[config.mk]
export PLATFORM = sky130hd
export DESIGN_NAME = regfile_sb
export DESIGN_NICKNAME = d
export VERILOG_FILES = /design/src/rtl/regfile_sb_pkg.sv /design/src/rtl/regfile_sb_counter.sv /design/src/rtl/regfile_sb.sv
export SDC_FILE = /design/constraint.sdc
export NUM_CORES = 2
export LEC_CHECK = 0
export ABC_CLOCK_PERIOD_IN_PS = 5800
export BUFFER_PORTS_ARGS = -buffer_cell sky130_fd_sc_hd__buf_4
export CAP_MARGIN = 5
export CORE_MARGIN = 2
export CORE_UTILIZATION = 45
export DETAILED_ROUTE_END_ITERATION = 7
export HOLD_SLACK_MARGIN = 0.06
export SYNTH_ARGS = -nofsm -noshare
export SYNTH_HDL_FRONTEND = slang
export SYNTH_SLANG_ARGS = --single-unit
[constraint.sdc]
create_clock -name clk -period 5.8 [get_ports clk]
set_clock_uncertainty 0.15 [all_clocks]
set_input_delay 0.29 -clock clk [delete_from_list [all_inputs] [get_ports clk]]
set_output_delay 0.29 -clock clk [all_outputs]
set_load 0.05 [all_outputs]
[src/rtl/regfile_sb_pkg.sv]
// Shared constants and helpers for the scoreboarded register file.
package regfile_sb_pkg;

  localparam int unsigned DSIZE_DEF = 32;
  localparam int unsigned ASIZE_DEF = 5;
  localparam int unsigned NRD_DEF   = 2;
  localparam int unsigned PW_DEF    = 2;

  // Saturation value of a pending counter at the default width
  localparam int unsigned PEND_MAX = 2 ** PW_DEF - 1;

  // Pending-count update: add the issue, remove writeback and kill, floor at zero
  function automatic int unsigned cnt_update(input int unsigned cnt, input logic inc,
                                             input logic dec_w, input logic dec_k);
    int sum;
    sum = int'(cnt) + int'(inc) - int'(dec_w) - int'(dec_k);
    if (sum < 0) begin
      return 0;
    end
    return unsigned'(sum);
  endfunction

endpackage

[src/rtl/regfile_sb_counter.sv]
// Single pending-write counter for one architectural register.
module sb_counter
  import regfile_sb_pkg::*;
#(
  parameter int unsigned PW = PW_DEF
) (
  input  logic          clk_i,
  input  logic          rst_ni,
  input  logic          inc_i,
  input  logic          dec_w_i,
  input  logic          dec_k_i,
  output logic [PW-1:0] cnt_o,
  output logic          sat_o,
  output logic          underflow_o
);

  localparam logic [PW-1:0] PendMax = PW'(2 ** PW - 1);

  logic [PW-1:0] cnt_q, cnt_d;

  // Next count, clamped at zero
  always_comb begin
    cnt_d = PW'(cnt_update(32'(cnt_q), inc_i, dec_w_i, dec_k_i));
  end

  // Counter state
  always_ff @(posedge clk_i or negedge rst_ni) begin
    if (!rst_ni) begin
      cnt_q <= '0;
    end else begin
      cnt_q <= cnt_d;
    end
  end

  // Status flags: saturated, and a decrement that would go below zero
  always_comb begin
    sat_o       = (cnt_q == PendMax);
    underflow_o = (32'(cnt_q) + 32'(inc_i)) < (32'(dec_w_i) + 32'(dec_k_i));
  end

  assign cnt_o = cnt_q;

endmodule

[src/rtl/regfile_sb.sv]
// Register file with NRD read ports, write-first bypass and a per-register
// pending-write scoreboard for RAW hazard detection in ID.
// Optional checker: define REGFILE_SB_CHECK_EN to enable the sticky err flag.
module regfile_sb
  import regfile_sb_pkg::*;
#(
  parameter int unsigned DSIZE = DSIZE_DEF,
  parameter int unsigned ASIZE = ASIZE_DEF,
  parameter int unsigned NRD   = NRD_DEF,
  parameter int unsigned PW    = PW_DEF
) (
  input  logic                 clk,
  input  logic                 rst,
  input  logic [NRD*ASIZE-1:0] raddr,
  output logic [NRD*DSIZE-1:0] rdata,
  output logic [NRD-1:0]       hazard,
  input  logic                 wen,
  input  logic [ASIZE-1:0]     waddr,
  input  logic [DSIZE-1:0]     wdata,
  input  logic                 iss_valid,
  input  logic [ASIZE-1:0]     iss_waddr,
  output logic                 iss_ready,
  input  logic                 kill_valid,
  input  logic [ASIZE-1:0]     kill_waddr,
  output logic                 err
);

  localparam int unsigned NReg = 2 ** ASIZE;

  logic [DSIZE-1:0] regs_q [NReg];
  logic [PW-1:0]    cnt    [NReg];
  logic [NReg-1:0]  inc, dec_w, dec_k, sat, underflow;

  // Register storage; register 0 is never written
  always_ff @(posedge clk or negedge rst) begin
    if (!rst) begin
      for (int r = 0; r < NReg; r++) begin
        regs_q[r] <= '0;
      end
    end else if (wen && waddr != '0) begin
      regs_q[waddr] <= wdata;
    end
  end

  // One-hot writeback and kill decrements, register 0 excluded
  always_comb begin
    dec_w = '0;
    dec_k = '0;
    if (wen && waddr != '0) begin
      dec_w[waddr] = 1'b1;
    end
    if (kill_valid && kill_waddr != '0) begin
      dec_k[kill_waddr] = 1'b1;
    end
  end

  // Stall issue only on a saturated counter that is not draining this cycle
  always_comb begin
    iss_ready = 1'b1;
    if (iss_waddr != '0 && sat[iss_waddr] && !dec_w[iss_waddr] && !dec_k[iss_waddr]) begin
      iss_ready = 1'b0;
    end
  end

  // One-hot accepted-issue increment
  always_comb begin
    inc = '0;
    if (iss_valid && iss_ready && iss_waddr != '0) begin
      inc[iss_waddr] = 1'b1;
    end
  end

  assign cnt[0]       = '0;
  assign sat[0]       = 1'b0;
  assign underflow[0] = 1'b0;

  for (genvar r = 1; r < NReg; r++) begin : g_cnt
    sb_counter #(
      .PW (PW)
    ) u_cnt (
      .clk_i       (clk),
      .rst_ni      (rst),
      .inc_i       (inc[r]),
      .dec_w_i     (dec_w[r]),
      .dec_k_i     (dec_k[r]),
      .cnt_o       (cnt[r]),
      .sat_o       (sat[r]),
      .underflow_o (underflow[r])
    );
  end

  for (genvar i = 0; i < NRD; i++) begin : g_rd
    logic [ASIZE-1:0] ra;
    logic [DSIZE-1:0] rd;
    logic             hz;

    assign ra = raddr[i*ASIZE +: ASIZE];

    // Read mux with writeback bypass; hazard uses the pre-issue count less
    // any retirement landing this cycle
    always_comb begin
      rd = '0;
      hz = 1'b0;
      if (ra != '0) begin
        rd = (wen && waddr == ra) ? wdata : regs_q[ra];
        hz = 32'(cnt[ra]) > (32'(dec_w[ra]) + 32'(dec_k[ra]));
      end
    end

    assign rdata[i*DSIZE +: DSIZE] = rd;
    assign hazard[i]               = hz;
  end

`ifdef REGFILE_SB_CHECK_EN
  logic err_q;

  // Sticky error on counter underflow or an issue presented while stalled
  always_ff @(posedge clk or negedge rst) begin
    if (!rst) begin
      err_q <= 1'b0;
    end else if ((|underflow) || (iss_valid && !iss_ready)) begin
      err_q <= 1'b1;
    end
  end

  assign err = err_q;

`ifndef SYNTHESIS
  int unsigned sim_cycle;

  // Simulation-only report of the offending register and cycle
  always @(posedge clk or negedge rst) begin
    if (!rst) begin
      sim_cycle <= 0;
    end else begin
      sim_cycle <= sim_cycle + 1;
      for (int r = 1; r < NReg; r++) begin
        if (underflow[r]) begin
          $display("regfile_sb: pending underflow on r%0d at cycle %0d", r, sim_cycle);
        end
      end
      if (iss_valid && !iss_ready) begin
        $display("regfile_sb: issue to r%0d while stalled at cycle %0d", iss_waddr, sim_cycle);
      end
    end
  end
`endif
`else
  assign err = 1'b0;
`endif

endmodule

After elaboration in Yosys (flattened, before gate mapping) --
Cells that the tools add are included.
Operators by class: $add $sub $neg 95, magnitude comparators 45, eq/ne operators 33, mux-type cells 107, bitwise logic cells 3, reduce and logical (&&, ||, !) cells 20
Operators by type and width (number):
- subtractor 32 x 2 -> 32 bit | 62
- bitwise mux 1024 bit | 1
- < comparator 32 x 1 -> 1 bit (second input constant) | 31
- 2-to-1 mux 32 bit | 12
- binary-select mux 32 bit (select 5 bit) | 2
- demux 32 bit (select 5 bit) | 1
- adder 2 x 1 -> 3 bit | 31
- 2-to-1 mux 2 bit | 35
- == test 2 bit (second input constant) | 31
- 2-to-1 mux 1 bit | 44
- binary-select mux 1 bit (select 5 bit) | 7
- < comparator 5 x 6 -> 1 bit (second input constant) | 5
- nonzero test 5 bit | 5
- binary-select mux 2 bit (select 5 bit) | 2
- greater-or-equal comparator 6 bit (second input constant) | 3
- NOT 5 -> 6 bit | 3
- demux 1 bit (select 5 bit) | 3
- greater-or-equal comparator 5 x 1 -> 1 bit (second input constant) | 3
- logical AND 1 bit | 13
- == test 5 bit | 2
- < comparator 6 x 1 -> 1 bit (second input constant) | 1
- adder 1 x 1 -> 2 bit | 2
- > comparator 2 bit | 2
- logical NOT 1 bit | 2
Word-level totals: register bits 1086, input bits 62, output and inout bits 68

Logic depth before layout (Yosys ltp) --
depth in word-level cells 20, depth in mapped cells 17, gate-level depth less buffers 11

By module --
From an unflattened synthesis, not the netlist that was laid out.
Second synthesis, totals: cells, all modules 5525, area, all modules 65497.8 um2
By module, submodules not included:
- regfile_sb | instances 1, cells each 4626, area an instance 57197.4 um2, seq. area each 25624.6 um2
- sb_counter | instances 31, cells each 29, area an instance 267.8 um2, seq. area each 50.0 um2

Worst setup path after synthesis --
No wires, ideal clock.
path type input port to output port, start point in raddr[6], end point out hazard[1], data arrival time 2949 ps, data required time 5360 ps, slack 2411 ps, cell stages on the path 11, buffers on the path 5, cells stage by stage buf_2 > buf_2 > buf_2 > clkbuf_1 > mux4_2 > mux4_2 > mux2_2 > ha_1 > a21oi_1 > a211oi_1 > buf_4
Between the ends: cells in the longest elaborated chain, start to end 6
Ends and longest elaborated chain:
- start: declaration | line regfile_sb.sv:14 | input logic [NRD*ASIZE-1:0] raddr,
- NOT 5 -> 6 bit (implied by the code) | line regfile_sb.sv:106 | hz = 32'(cnt[ra]) > (32'(dec_w[ra]) + 32'(dec_k[ra]));
- binary-select mux 2 bit (select 5 bit) | line regfile_sb.sv:106
- 2-to-1 mux 2 bit (implied by the code) (2 in a row) | line regfile_sb.sv:106
- > comparator 2 bit | line regfile_sb.sv:106
- 2-to-1 mux 1 bit * | line regfile_sb.sv:104 | if (ra != '0) begin
- end: declaration | line regfile_sb.sv:16 | output logic [NRD-1:0] hazard,
Mark *: on every way between the ends. The rest lies on a longest branch, timed or not. The select of a mux whose other input is x is not followed.

Worst setup path in the final report --
start point reg g_cnt[18].u_cnt.cnt_q[1], end point out iss_ready
Between the ends: cells in the longest elaborated chain, start to end 7
Ends and longest elaborated chain:
- start: declaration | line regfile_sb_counter.sv:19 | logic [PW-1:0] cnt_q, cnt_d;
- start signal: assignment | line regfile_sb_counter.sv:31 | cnt_q <= cnt_d;
- == test 2 bit | line regfile_sb_counter.sv:37 | sat_o = (cnt_q == PendMax);
- binary-select mux 1 bit (select 5 bit) | line regfile_sb.sv:60 | if (iss_waddr != '0 && sat[iss_waddr] && !dec_w[iss_waddr] && !dec_k[iss_waddr]) begin
- 2-to-1 mux 1 bit (implied by the code) | line regfile_sb.sv:60
- logical AND 1 bit (3 in a row) | line regfile_sb.sv:60
- 2-to-1 mux 1 bit | line regfile_sb.sv:60
- end: declaration | line regfile_sb.sv:22 | output logic iss_ready,
Every way passes these cells. The select of a mux whose other input is x is not followed.

==> flow_summary_export.csv <==
group,metric,value,unit
status,run_status,"finished, final reports clean",
clock_network,cts_buffer_depth,3,
synth,synth-edff-count,0,
synth,ys_ff_latch,1086,
setup_path,critPathCaptureType,"output pin",
routing,first_pass_iters,7,
setup_path,critPathMostFrequentCell,"buf_4",
placement,io_buffers,128,
final_layout,stdcell_count,6177,
routing,wl_per_cell,32.6,um
grt,grt_pass1_wl,294,mm
setup_path,worstPathArrival,3.77,ns
grt,overflow,0,
setup_path,slowest_delay,1.09,ns
power,total_power,24.1,mW
floorplan,die_area,0.140,mm^2
final_layout,area_growth,11.2,%
power,swShare,28.7,%
clock_network,clockRootBuffer,"clkbuf_16",
setup_path,worst_path_max_delay_cell,"nor4_4",
timing,worst-slew-pin-transition,1.28,ns
power,pwr-share-clk,34.2,%
placement,place.gp.congestion,0.855,
clock_network,cts.repair.resized,0,
grt,antenna_found_initial,7,
clock_network,tritoncts,"yes",
timing,max_freq,237,MHz
setup_path,cp_max_fo,20,
synth,post-synth-top-area-fraction,44.0,%
power,irDropWorstVdd,0.248,mV
synth,yosys_warnings,0,
grt,grt_start_max_net_pins,190,
power,pwr_density_cell,352,mW/mm^2
clock_network,clkLatencyLatePin,0.76,ns
power,comb_power_share,23.1,%
setup_path,path_cells,"nand2_1, o2111ai_1, o311ai_0, or3_1, nor4_4, buf_4, inv_2, buf_4",
setup_path,crit_type,"reg2out",
floorplan,num_io_pins,130,
grt,track_usage,28.7,%
clock_network,clkTransAtPathRegs,0.06,ns
synth,synth_area,0.0617,mm^2
routing,viasPerCell,6.56,
floorplan,die_h,374,um
final_layout,drive_gt1_share,46.7,%
setup_path,start_kind,"flip-flop",
power,switching_power,6.93,mW
floorplan,die_w,374,um
routing,postRouteAntennaNets,0,
final_layout,fillCellCount,11700,
routing,drt_wl_total,201,mm
run,drv_cap,0,
final_layout,mostFrequentLayoutCells,"dfrtp_1 (1086), mux2_2 (1062), mux4_2 (513), nand2_1 (256), mux2i_1 (198)",
setup_path,critPathBufInv,3,
timing,period_needed,4.21,ns
synth,synth_area_leaders,"dfrtp_1 (44%), mux2_2 (19%), mux4_2 (19%)",
clock_network,cts_hold_buf,36,
clock_network,cts_buffers,120,
routing,drt-initial-drc-count,4005,
timing,tns,0,ns
final_layout,final_common_cell,"dfrtp_1",
synth,ys_seq_area_share,44.0,%
routing,post-route-drc-count,0,
floorplan,core,0.136,mm^2
final_layout,fin_nets,4454,
synth,yosys.area.top_type,"dfrtp_1",
power,seq_power_share,42.7,%
timing,slew_headroom,14.2,%
timing,slew_viol_final,0,
timing,fin_crit_sh,72.7,%
placement,dp.final_hpwl,110,mm
setup_path,worst_path_dominant_cell_family,"simple AND/OR/NAND/NOR gates",
clock_network,post_cts_buffers,0,
timing,setup_viol,0,
synth,yosysUniqueCellTypes,64,
power,p_leak,29.8,nW
final_layout,fin_area,0.0686,mm^2
power,internal_power,17.2,mW
synth,synth.avg_cell_area,14.0,um^2
synth,synthArstFlopShare,100,%
placement,place_area,0.0640,mm^2
synth,synthCells,4402,
grt,grt_pass1_vias,41200,
floorplan,rows,135,
synth,ys.flop_type,"dfrtp_1",
clock_network,htree_levels,3,
min_path,hold_class,"in2reg",
placement,place_inst,5916,
setup_path,cp.required,5.36,ns
timing,rsz0062_at_grt,"no",
routing,dr_total_vias,40500,
timing,finalHoldViolCount,0,
clock_network,numClockSinks,1086,
floorplan,initial_core_util,45.4,%
synth,synth_nets,4563,
[metrics by stage]
stage / worst slack, ns / hold slack [ns] / util [%]
floorplan: 2.41 / -0.156 / -
global placement: 1.41 / 0.228 / 47.1
detailed placement: 1.38 / 0.230 / 47.1
CTS: 1.57 / 0.0688 / 50.5
global route: 1.45 / 0.106 / 50.5
finish: 1.59 / 0.116 / 50.5
[power by group through the flow]
stage	registers (mW)	logic (mW)	clock network, mW
2_1_floorplan	9.96	4.35	0
3_3_place_gp	10.3	5.45	0
3_5_place_dp	10.4	5.56	0
4_1_cts	10.2	5.60	8.39
5_1_grt	10.5	5.98	8.71
6_report	10.3	5.58	8.26
[routing by layer]
metal / track usage (%) / wire length (um) / up-vias / share of wire [%]
met2: 44.6 / 93100 / 1607 / 46
met3: 5.44 / 15100 / 337 / 7.5
met1: 40.6 / 86300 / 22000 / 43
met4: 9.58 / 6620 / 6 / 3.3
met5: 0 / 41 / - / 0.020
li1: - / - / 16500 / -
[registers in the layout, summed over array words and instances, names as in the netlist]
register / flops
g_cnt.u_cnt.cnt_o: 62
regs_q: 1024
[logic make-up after synthesis]
logic type | synth area share (%)
buffers and inverters | 3.48
multiplexers | 41.3
flip-flops | 44.0
XOR/XNOR | 0.341
AND/OR/NAND/NOR | 4.83
other | 0.00608
AO/OA/AOI/OAI | 3.60
adder cells (fa/ha/maj) | 2.38
[layout make-up]
cell class	instances	area, um^2	share of cell area [%]
inverters	23	86.3	0.126
repair buffers	248	2190	3.19
clock buffers	174	3570	5.20
clock inverters	50	692	1.01
flip-flops and latches	1086	27200	39.6
diodes	1	2.50	0.00365
multi-input cells	2814	32700	47.6
well taps	1781	2230	3.25
[final timing paths]
check	start	endpoint	slack, ns	cells past startpoint
worst max-delay path	g_cnt[18].u_cnt.cnt_o[1]	iss_ready	1.59	8
worst min-delay path	waddr[3]	regs_q[671]	0.12	4
worst max register to register	g_cnt[18].u_cnt.cnt_o[1]	g_cnt[27].u_cnt.cnt_o[0]	1.64	10
worst min register to register	regs_q[993]	regs_q[993]	0.24	0
max in group asynchronous	rst	regs_q[104]	3.36	4
min in group asynchronous	rst	regs_q[1021]	0.58	3
[cells in the mapped netlist (all sizes together) (12+ instances only)]
cell / instances
fa: 31
mux4: 513
a211o: 13
a22oi: 64
xnor2: 14
buf: 189
clkbuf: 290
o221a: 12
mux2: 1062
nor3b: 12
nand3: 71
ha: 68
o31ai: 34
o31a: 31
dfrtp: 1086
nand2: 270
nor2: 79
mux2i: 198
nand2b: 14
o22ai: 44
a21oi: 28
inv: 23
nand4: 31
nor2b: 71
a211oi: 27
nor3: 17
[tightest hold or removal path, delay by kind of cell]
| kind | cells | cell delay (ns) |
|---|---|---|
| buffers and inverters | 1 | 0.18 |
| muxes | 1 | 0.24 |
| and+or+nand+nor | 2 | 0.24 |
Note: power is estimated with default switching activity, not from simulation.
